==> src/rtl/delta_reg_bank.sv <==
// Per-channel change monitor: registers each input value, qualifies changes by mode,
// and keeps sticky flags, saturating event counters and overflow flags until read.
module delta_reg_bank #(
   parameter int NUM_CH     = 4,
   parameter int DATA_WIDTH = 32,
   parameter int CNT_WIDTH  = 8
) (
   input  logic                           CLK,
   input  logic                           RSTN,
   input  logic [NUM_CH*DATA_WIDTH-1:0]   VALUE_IN,
   input  logic [2*NUM_CH-1:0]            MODE,
   input  logic [NUM_CH-1:0]              READ_EVENT,
   input  logic [NUM_CH-1:0]              IRQ_MASK,
   output logic [NUM_CH*DATA_WIDTH-1:0]   VALUE_OUT,
   output logic [NUM_CH-1:0]              VALUE_CHANGE,
   output logic [NUM_CH*CNT_WIDTH-1:0]    CHANGE_CNT,
   output logic [NUM_CH-1:0]              OVERFLOW,
   output logic                           IRQ
);

   localparam logic [CNT_WIDTH-1:0] CNT_MAX = '1;
   localparam logic [CNT_WIDTH-1:0] CNT_ONE = CNT_WIDTH'(1);

   function automatic logic [CNT_WIDTH-1:0] sat_inc(input logic [CNT_WIDTH-1:0] cnt);
      return (cnt == CNT_MAX) ? cnt : cnt + CNT_ONE;
   endfunction

   for (genvar i = 0; i < NUM_CH; i++) begin : g_ch
      logic [DATA_WIDTH-1:0] cur;
      logic [DATA_WIDTH-1:0] sample_p1;
      logic [1:0]            mode;
      logic                  read;
      logic                  hit;
      logic                  flag_p1;
      logic [CNT_WIDTH-1:0]  cnt_p1;
      logic                  ovf_p1;

      assign cur  = VALUE_IN[i*DATA_WIDTH +: DATA_WIDTH];
      assign mode = MODE[2*i +: 2];
      assign read = READ_EVENT[i];

      // Qualification compares the live input against the previously captured sample.
      always_comb begin
         hit = 1'b0;
         unique case (mode)
            2'b00:   hit = (cur != sample_p1);
            2'b01:   hit = (cur >  sample_p1);
            2'b10:   hit = (cur <  sample_p1);
            default: hit = 1'b0;
         endcase
      end

      // Stage p1: sample capture and status update; a read never swallows a coincident event.
      always_ff @(posedge CLK) begin
         if (!RSTN) begin
            sample_p1 <= '0;
            flag_p1   <= 1'b0;
            cnt_p1    <= '0;
            ovf_p1    <= 1'b0;
         end else begin
            sample_p1 <= cur;
            flag_p1   <= hit | (flag_p1 & ~read);
            if (read) begin
               cnt_p1 <= hit ? CNT_ONE : '0;
               ovf_p1 <= 1'b0;
            end else if (hit) begin
               cnt_p1 <= sat_inc(cnt_p1);
               ovf_p1 <= ovf_p1 | (cnt_p1 == CNT_MAX);
            end
         end
      end

      assign VALUE_OUT[i*DATA_WIDTH +: DATA_WIDTH] = sample_p1;
      assign VALUE_CHANGE[i]                       = flag_p1;
      assign CHANGE_CNT[i*CNT_WIDTH +: CNT_WIDTH]  = cnt_p1;
      assign OVERFLOW[i]                           = ovf_p1;
   end

   assign IRQ = |(VALUE_CHANGE & ~IRQ_MASK);

endmodule

==> config.mk <==
export PLATFORM = sky130hd
export DESIGN_NAME = delta_reg_bank
export DESIGN_NICKNAME = d
export VERILOG_FILES = /design/src/rtl/delta_reg_bank.sv
export SDC_FILE = /design/constraint.sdc
export NUM_CORES = 1
export LEC_CHECK = 0
export ABC_AREA = 1
export BUFFER_PORTS_ARGS = -buffer_cell sky130_fd_sc_hd__buf_2
export CAP_MARGIN = 30
export CELL_PAD_IN_SITES_DETAIL_PLACEMENT = 2
export CELL_PAD_IN_SITES_GLOBAL_PLACEMENT = 2
export CORE_UTILIZATION = 28
export CTS_BUF_LIST = sky130_fd_sc_hd__clkbuf_8
export DETAILED_ROUTE_END_ITERATION = 10
export GPL_ROUTABILITY_DRIVEN = 0
export GPL_TIMING_DRIVEN = 1
export PLACE_DENSITY = 0.83
export SLEW_MARGIN = 20
export SYNTH_ARGS = -nofsm -noshare
export SYNTH_HDL_FRONTEND = slang
export SYNTH_SLANG_ARGS = --single-unit
==> constraint.sdc <==
create_clock -name CLK -period 1.93 [get_ports CLK]
set_input_delay 0.193 -clock CLK [delete_from_list [all_inputs] [get_ports CLK]]
set_output_delay 0.193 -clock CLK [all_outputs]
set_load 0.02 [all_outputs]
# == Word-level counts from Yosys, hierarchy flattened ==
# Index checks and enable logic that the tools add are counted.
# word_totals
out_inout_bits,169
reg_bits,168
input_bits,146
wordCells,104
# op_classes
n_eq_ne,20
reduce_logical,17
n_addsub,4
n_bitwise,19
n_mux,20
order_cmp,8
# op_table
cell,n
> comparator 32 bit,4
< comparator 32 bit,4
!= test 32 bit,4
two-way mux 8 bit,12
"adder 8 x 1 -> 8 bit, second input constant",4
"equality test 8 bit, second input constant",4
one-hot mux 1 bit (3 select lines),4
"equality test 2 x 1 -> 1 bit, second input constant",4
"equality test 2 bit, second input constant",4
zero test 2 bit,4
"!= test 2 bit, second input constant",4
OR 1 bit,8
AND reduction 2 bit,4
nonzero test 2 bit,4
OR reduction 2 bit,4
inverter 1 bit,5
bitwise AND 1 bit,4
bitwise AND 4 bit,1
two-way mux 1 bit,4
inverter 4 bit,1
OR reduction 4 bit,1

# == Depth between registers and ports, before layout ==
# Gate-level depths: netlist of the first run.
# logic_depth
depth_word,4
ltp_mapped,17
depth_no_buf,17

# == Worst setup path before layout of the first run ==
# No wires, ideal clock.
# synth_path
path_kind,reg-to-reg
start,register g_ch[0].sample_p1[27]
end,register g_ch[0].cnt_p1[2]
setup_ns,0.115
path_stages_with_launch,14
n_path_buf,0
required_ns,1.815
t_arrival_ns,1.846
period_less_slack_ns,1.961
setup_slack_ns,-0.031
path_cell_list,dfxtp_1 > inv_1 > ha_1 > a21o_1 > o21ai_1 > nand2_1 > a21oi_2 > nand2_2 > nand2_4 > nand3_4 > nor2_8 > nand3_1 > nand2_1 > nor2_1
# synth_between
elab_chain_cells,4
word_cells_on_any_way,6
cone_classes,order compare (2); eq/ne (1); mux (1); reduce/logical (2)
# synth_lines
element,line_no,rtl
start: declaration,30,logic [DATA_WIDTH-1:0] sample_p1;
start signal: assignment,61,sample_p1 <= cur;
< comparator 32 bit (tied with other cells),48,2'b10: hit = (cur < sample_p1);
one-hot mux 1 bit (3 select lines) *,45,unique case (mode)
nonzero test 2 bit (no source line) *,n/a,
AND reduction 2 bit (no source line) *,n/a,
end signal: assignment,64,cnt_p1 <= hit ? CNT_ONE : '0;
end signal: assignment,67,cnt_p1 <= sat_inc(cnt_p1);
end: declaration,35,logic [CNT_WIDTH-1:0] cnt_p1;
# Every way passes the cells marked *; elsewhere a longest branch is shown, timed or not.
# A chain may end at the register's enable or synchronous reset.

# == Final worst setup path of the first run ==
# layout_path
start,register g_ch[0].sample_p1[25]
end,register g_ch[0].cnt_p1[0]
# layout_between
elab_chain_cells,4
word_cells_on_any_way,8
cone_classes,order compare (2); eq/ne (1); mux (3); reduce/logical (2)
# layout_lines
element,line_no
< comparator 32 bit (tied with other cells),48
one-hot mux 1 bit (3 select lines) *,45
two-way mux 1 bit / nonzero test 2 bit (equally long branches),n/a
two-way mux 8 bit / AND reduction 2 bit (equally long branches),n/a
# Marks and branches as above.

==> results by group, run 1 <==
Run status
  – Status: complete, but fails checks
  – Failing checks: negative setup slack

CTS
  – Reg clk slew, reported paths: between 0.1 and 0.15 ns
  – Clock latency on the worst-skew pair: 0.54 ns
  – CTS tree: done
  – CTS buffer count: 17
  – Clock sink count: 168
  – # H-tree levels: 4
  – Clock tree buffer depth: 2
  – Root buffer cell: clkbuf_8

Detailed routing
  – First-pass detailed-route iteration total: 4
  – Iter 0 DRT Violations: approximately 380
  – Final WL: a little under 60000 microns
  – DR vias: between 10000 and 15000
  – Vias/cell: a little under 5
  – Drt wl/cell: approximately 26 microns
  – Met1 wire length: about 20000 microns
  – Max Used Layer: met4
  – Detail Route Antenna Nets: 0
  – Routed wl met2: 32300 microns
  – Met3 wire length: roughly 3200 microns
  – DRC Markers: 0

Synthesis
  – Number of flops mapped to enable cells by yosys: 0
  – Cell Area, Synth: ~9500 sq um
  – Primary FF master, synth: dfxtp_1
  – Count leader, synth: inv_1
  – Post-Synthesis Cells: 1293
  – Netlist cell types: 34
  – Top cell type's share of synthesized area: between 30 and 40%
  – Syn Area/Cell: around 7.3 sq um
  – Ys async rst share: 0%
  – Area leader, netlist: dfxtp_1
  – Sequential area share after synthesis: between 30% and 40%
  – Area contributors post-synth: dfxtp_1 (35%), ha_1 (17%), inv_1 (13%)
  – Seq cells post-synth: 168
  – Synth warn: 0
  – Synth top cells by count: inv_1 (332), nand2_1 (321), dfxtp_1 (168)
  – Syn nets: ~1600

Die
  – Die X-Extent: ~190 microns
  – Core box area: between 30000 and 40000 sq um
  – Die ar.: 34600 sq um
  – Die Height: approximately 190 microns
  – IO Pins: 315
  – Starting Density: roughly 28%
  – Num rows: between 60 and 70

Placed design
  – Dpl cells: around 2100
  – Dpl hpwl: around 27000 microns
  – Post-Place Cell Area: 11800 sq um
  – Placement Setup Slack: -0.382 ns
  – Port Buf Inserts: around 310

Global routing
  – Number of global-route vias before repair: ~12000
  – Largest net degree at the start of global routing: between 100 and 150
  – First-pass GRT wire length: ~73000 microns
  – Total congestion overflow: 0
  – Initial antenna violation count: 9
  – Tot GR Track Use: 28.7%

Timing
  – Fin crit period: around 2.3 ns
  – Setup ws final: -0.352 ns
  – Final Slew Violations: 0
  – Setup Viol. Count Final: 40
  – Final hold vios: 0
  – Final period utilization: 118%
  – Worst-Margin Slew: 0.813 ns
  – Unrepaired setup endpoints after global routing: yes
  – Max-slew headroom: a little under half
  – Maximum clock rate: between 400 and 500 MHz
  – Clock Skews: between 0.03 and 0.04 ns

Layout
  – Design Area, Final: around 16000 sq um
  – Nets: approximately 2100
  – Final cell count without fillers: approximately 2300
  – Fraction of layout cells with a size suffix above 1: about 49%
  – FILL cells: between 3000 and 4000
  – Synth-to-Final Area Change: 69.2%

Pwr
  – Maximum VDD drop: 0.000416 V
  – P_leak: just over 8 nW
  – Sw Share: a little over a third
  – Cell internal pwr: between 6 and 7 mW
  – P per Cell Area: ~650 nW/um^2
  – Combinational power share: between 30% and 40%
  – Clock share of power: 32.4%
  – Reg power frac: 36.2%
  – Switching Power: ~3.7 mW

Setup path
  – Crit end category: register
  – Worst r2r src: g_ch[0].sample_p1[25]
  – Critical path type: register to register
  – R2r worst-path depth: 14
  – Worst Setup Start Kind: register
  – Worst Setup EP: g_ch[0].cnt_p1[0]
  – Worst R2R End: g_ch[0].cnt_p1[0]
  – CP required: between 2 and 2.5 ns
  – Worst Setup SP: g_ch[0].sample_p1[25]
  – R2R setup slack: -0.35 ns
  – CP Max Fanout: 3
  – Critical Path AT: roughly 2.7 ns

Worst hold path
  – Hold Crit Class: input pin to register
  – Worst Hold Depth: 4
  – Worst Hold Launch: READ_EVENT[3]

Run
  – Maxcap violations: 0
-- power by group through the flow --
| stage | sequential [mW] | combinational [mW] | clock [mW] |
|---|---|---|---|
| floorplan | 4.00 | 0.913 | 0 |
| global placement | 3.80 | 1.79 | 0 |
| detailed placement | 3.81 | 1.90 | 0 |
| CTS | 3.75 | 2.53 | 3.33 |
| global route | 3.81 | 3.46 | 3.52 |
| finish | 3.80 | 3.28 | 3.40 |
-- cell type report --
cell class              instances  area (sq um)  area share, %
diodes                          9          22.5          0.140
clock buffers                  19           262           1.63
clock inverters                12           223           1.39
inverters                     333          1250           7.78
multi-input cells             767          6700           41.7
flip-flops and latches        168          3490           21.8
well taps                     448           561           3.49
repair buffers                526          3550           22.1
-- worst min-delay path by stage --
stage | to
after floorplan | g_ch[0].sample_p1[0]
after global placement | g_ch[3].sample_p1[0]
after detailed placement | g_ch[3].sample_p1[0]
after CTS | g_ch[2].sample_p1[27]
after global routing | g_ch[2].sample_p1[27]
final | g_ch[3].cnt_p1[6]
-- placed cells by master, fill, tap and decap left out, drive strengths merged, types with 6 or more instances in the layout --
master / netlist / final
nor3: 7 / 7
xor2: 10 / 10
clkbuf: 17 / 19
nor2: 80 / 80
o21ai: 14 / 14
nand3: 65 / 65
bufinv: 0 / 6
a21oi: 77 / 77
ha: 132 / 132
o21a: 12 / 12
diode: 0 / 9
nand4: 17 / 17
dlygate4sd3: 0 / 126
dfxtp: 168 / 168
buf: 8 / 400
inv: 332 / 334
nand2: 333 / 333
-- critical path, stage by stage (launching register included) --
cell,delay (ns)
dfxtp_2,0.36
inv_1,0.07
ha_1,0.34
nand2_1,0.11
a21oi_1,0.08
o21ai_2,0.13
nand2_1,0.12
a21oi_4,0.18
buf_6,0.12
nand3_4,0.11
buf_4,0.16
nand4_1,0.09
nand2_1,0.10
nand2_1,0.12
a21oi_2,0.07
-- registers in the layout, summed over array words and instances, names as in the netlist --
signal	cells
g_ch.cnt_p1	32
g_ch.ovf_p1	4
g_ch.flag_p1	4
g_ch.sample_p1	128
-- cells by family after synthesis --
group                      synth area share, %
AOI/OAI and AO/OA                         6.96
buffers and inverters                     14.5
and+or+nand+nor                           24.4
adders and majority gates                 17.4
xor gates and xnor gates                  1.29
DFF                                       35.4
-- layer usage --
metal,global-route usage [%],up-vias
met4,13.5,0
li1,-,4968
met1,26.7,5478
met3,6.55,230
met5,0,-
met2,58.1,463
-- stage by stage --
stage	TNS (ns)	total power, mW	hold WS, ns	utilization [%]
after floorplan	0	4.91	0.286	-
after global placement	-2.06	5.60	0.387	35.3
after detailed placement	-5.81	5.72	0.401	35.3
after CTS	-2.33	9.61	0.0157	44.8
after global routing	-11.89	10.8	0.0622	48.0
final	-9.15	10.5	0.0558	48.0
-- what timing repair did --
| item | in CTS | in global routing |
|---|---|---|
| hold buffers | 126 | 0 |
| hold endpoints to repair | 126 | 0 |
| resized for setup | 274 | 223 |
| pin swaps | 127 | 101 |
| setup endpoints to repair | 39 | 40 |
| setup buffers | 26 | 22 |
| gates cloned | 0 | 0 |
Power figures use the tool's default switching activity.
==> inputs of run 2 (changes only) <==
--- a/config.mk
+++ b/config.mk
@@ -7,7 +7,6 @@
 export LEC_CHECK = 0
 export ABC_AREA = 1
 export BUFFER_PORTS_ARGS = -buffer_cell sky130_fd_sc_hd__buf_2
-export CAP_MARGIN = 30
 export CELL_PAD_IN_SITES_DETAIL_PLACEMENT = 2
 export CELL_PAD_IN_SITES_GLOBAL_PLACEMENT = 2
 export CORE_UTILIZATION = 28
@@ -16,6 +15,7 @@
 export GPL_ROUTABILITY_DRIVEN = 0
 export GPL_TIMING_DRIVEN = 1
 export PLACE_DENSITY = 0.83
+export SETUP_SLACK_MARGIN = 0.05
 export SLEW_MARGIN = 20
 export SYNTH_ARGS = -nofsm -noshare
 export SYNTH_HDL_FRONTEND = slang
==> results by group, run 2 (same netlist as run 1, synthesis figures left out) <==
Run status
  – Status: complete, but fails checks
  – Failing checks: negative setup slack

CTS
  – CTS tree: done
  – # H-tree levels: 4
  – CTS buffer count: 17
  – Clock latency on the worst-skew pair: about 0.52 ns
  – Clock sink count: 168
  – Reg clk slew, reported paths: between 0.1 and 0.15 ns
  – Root buffer cell: clkbuf_8
  – Clock tree buffer depth: 2

Timing
  – Maximum clock rate: about 440 MHz
  – Clock Skews: about 0.036 ns
  – WHS: 0.0581 ns
  – Setup ws final: -0.355 ns
  – Fin crit period: about 2.3 ns
  – Max-slew headroom: around 47%
  – Final period utilization: 118%
  – Setup Viol. Count Final: 40
  – Worst-Margin Slew: approximately 0.8 ns
  – Unrepaired setup endpoints after global routing: yes
  – Final hold vios: 0
  – Setup TNS: -10.12 ns
  – Final Slew Violations: 0

Global routing
  – Largest net degree at the start of global routing: 131
  – Total congestion overflow: 0
  – Number of global-route vias before repair: 12500
  – Initial antenna violation count: 6
  – First-pass GRT wire length: around 73000 microns
  – Tot GR Track Use: between 20% and 30%

Setup path
  – Critical path type: register to register
  – CP required: approximately 2.3 ns
  – Worst Setup Start Kind: register
  – Crit end category: register
  – Critical Path AT: approximately 2.7 ns
  – CP Max Fanout: 5

Pwr
  – P per Cell Area: about 630 nW/um^2
  – P_leak: roughly 8.4 nW
  – Maximum VDD drop: about 0.00042 V
  – Total power: approximately 10 mW

Layout
  – Largest regs: g_ch.sample_p1: 128 flops, g_ch.cnt_p1: 32 flops
  – Most frequent cells in the layout: buf_2 (313), inv_1 (272), nand2_1 (233), dlygate4sd3_1 (126), dfxtp_2 (109)
  – Commonest non-fill, non-tap cell in the layout: buf_2
  – Synth-to-Final Area Change: 71.9%
  – FF/Latch Area: 3510 sq um
  – Fraction of layout cells with a size suffix above 1: 51.6%
  – Nets: 2101
  – Max reg flops: between 100 and 150
  – FILL cells: 3603
  – Multi-input gate area: 6900 sq um
  – Top reg by flops: g_ch.sample_p1
  – Final design utilization: 48.8%

Detailed routing
  – Detail Route Antenna Nets: 0
  – First-pass detailed-route iteration total: 4
  – Vias/cell: around 4.8
  – Drt wl/cell: between 20 and 30 microns
  – Iter 0 DRT Violations: 390
  – DR vias: about 11000
  – DRC Markers: 0
  – Final WL: 59100 microns

Placed design
  – Dpl hpwl: roughly 26000 microns
  – Port Buf Inserts: about 310
  – Placement Setup Slack: -0.345 ns

Run
  – Maxcap violations: 0

Die
  – Starting Density: 28.4%
  – Die X-Extent: ~190 microns
  – Core box area: ~33000 sq um
  – IO Pins: roughly 320
  – Die ar.: 34600 sq um
  – Num rows: 67
  – Die Height: approximately 190 microns

Worst hold path
  – Hold Crit Class: input pin to register
-- run 2: routing by layer --
layer | wire length [microns] | track usage, % | vias to the layer above
met5 | 13 | 0 | -
li1 | - | - | 4985
met2 | 32700 | 57.6 | 412
met4 | 3400 | 14.3 | 2
met1 | 19700 | 25.4 | 5401
met3 | 3250 | 7.30 | 190
-- run 2: where the power goes --
group	leakage (nW)	switching [mW]	internal, mW	total [mW]
Combinational	6.71	1.94	1.43	3.37
Clock	0.226	1.67	1.39	3.05
Sequential	1.42	0.140	3.66	3.80
-- run 2: through the flow --
stage | instance area [sq um] | instances
global placement | 11800 | 2061
global route | 16300 | 2288
detailed placement | 11800 | 2061
finish | 16300 | 2289
CTS | 14900 | 2247
floorplan | 9550 | 1293
-- run 2: timing repair --
item,in CTS,in global routing
endpoints found under the setup margin,40,40
hold endpoints to repair,127,0
gates resized for setup,254,260
setup buffers,27,38
hold buffers,127,0
pin swaps,117,119
cloned,0,0
-- run 2: path summary, 6_finish.rpt --
| check | endpoint | slack (ns) | startpoint | cells after the start |
|---|---|---|---|---|
| min reg2reg | g_ch[2].ovf_p1 | 0.47 | g_ch[2].ovf_p1 | 1 |
| max reg2reg | g_ch[2].cnt_p1[2] | -0.36 | g_ch[2].sample_p1[3] | 16 |
| min | g_ch[2].cnt_p1[0] | 0.06 | READ_EVENT[2] | 3 |
| max | g_ch[2].cnt_p1[2] | -0.36 | g_ch[2].sample_p1[3] | 16 |
-- run 2: layout make-up --
type / count / share of cell area [%]
well taps: 448 / 3.44
flip-flops and latches: 168 / 21.5
clock inverters: 12 / 0.913
diodes: 5 / 0.0767
inverters: 333 / 7.66
clock buffers: 20 / 1.69
repair buffers: 536 / 22.4
multi-input cells: 767 / 42.3
-- run 2: critical path: stages, from the launching register on --
cell     delay (ns)
dfxtp_2        0.38
inv_1          0.08
ha_4           0.23
nand2_2        0.09
inv_1          0.08
nand2_2        0.11
nand2_2        0.08
nand2_1        0.10
nand4_1        0.15
nand2_2        0.15
nand2_2        0.10
nand2_4        0.09
nand3_4        0.10
nor2_4         0.19
nand3_2        0.09
nand2_2        0.10
nor2_4         0.04
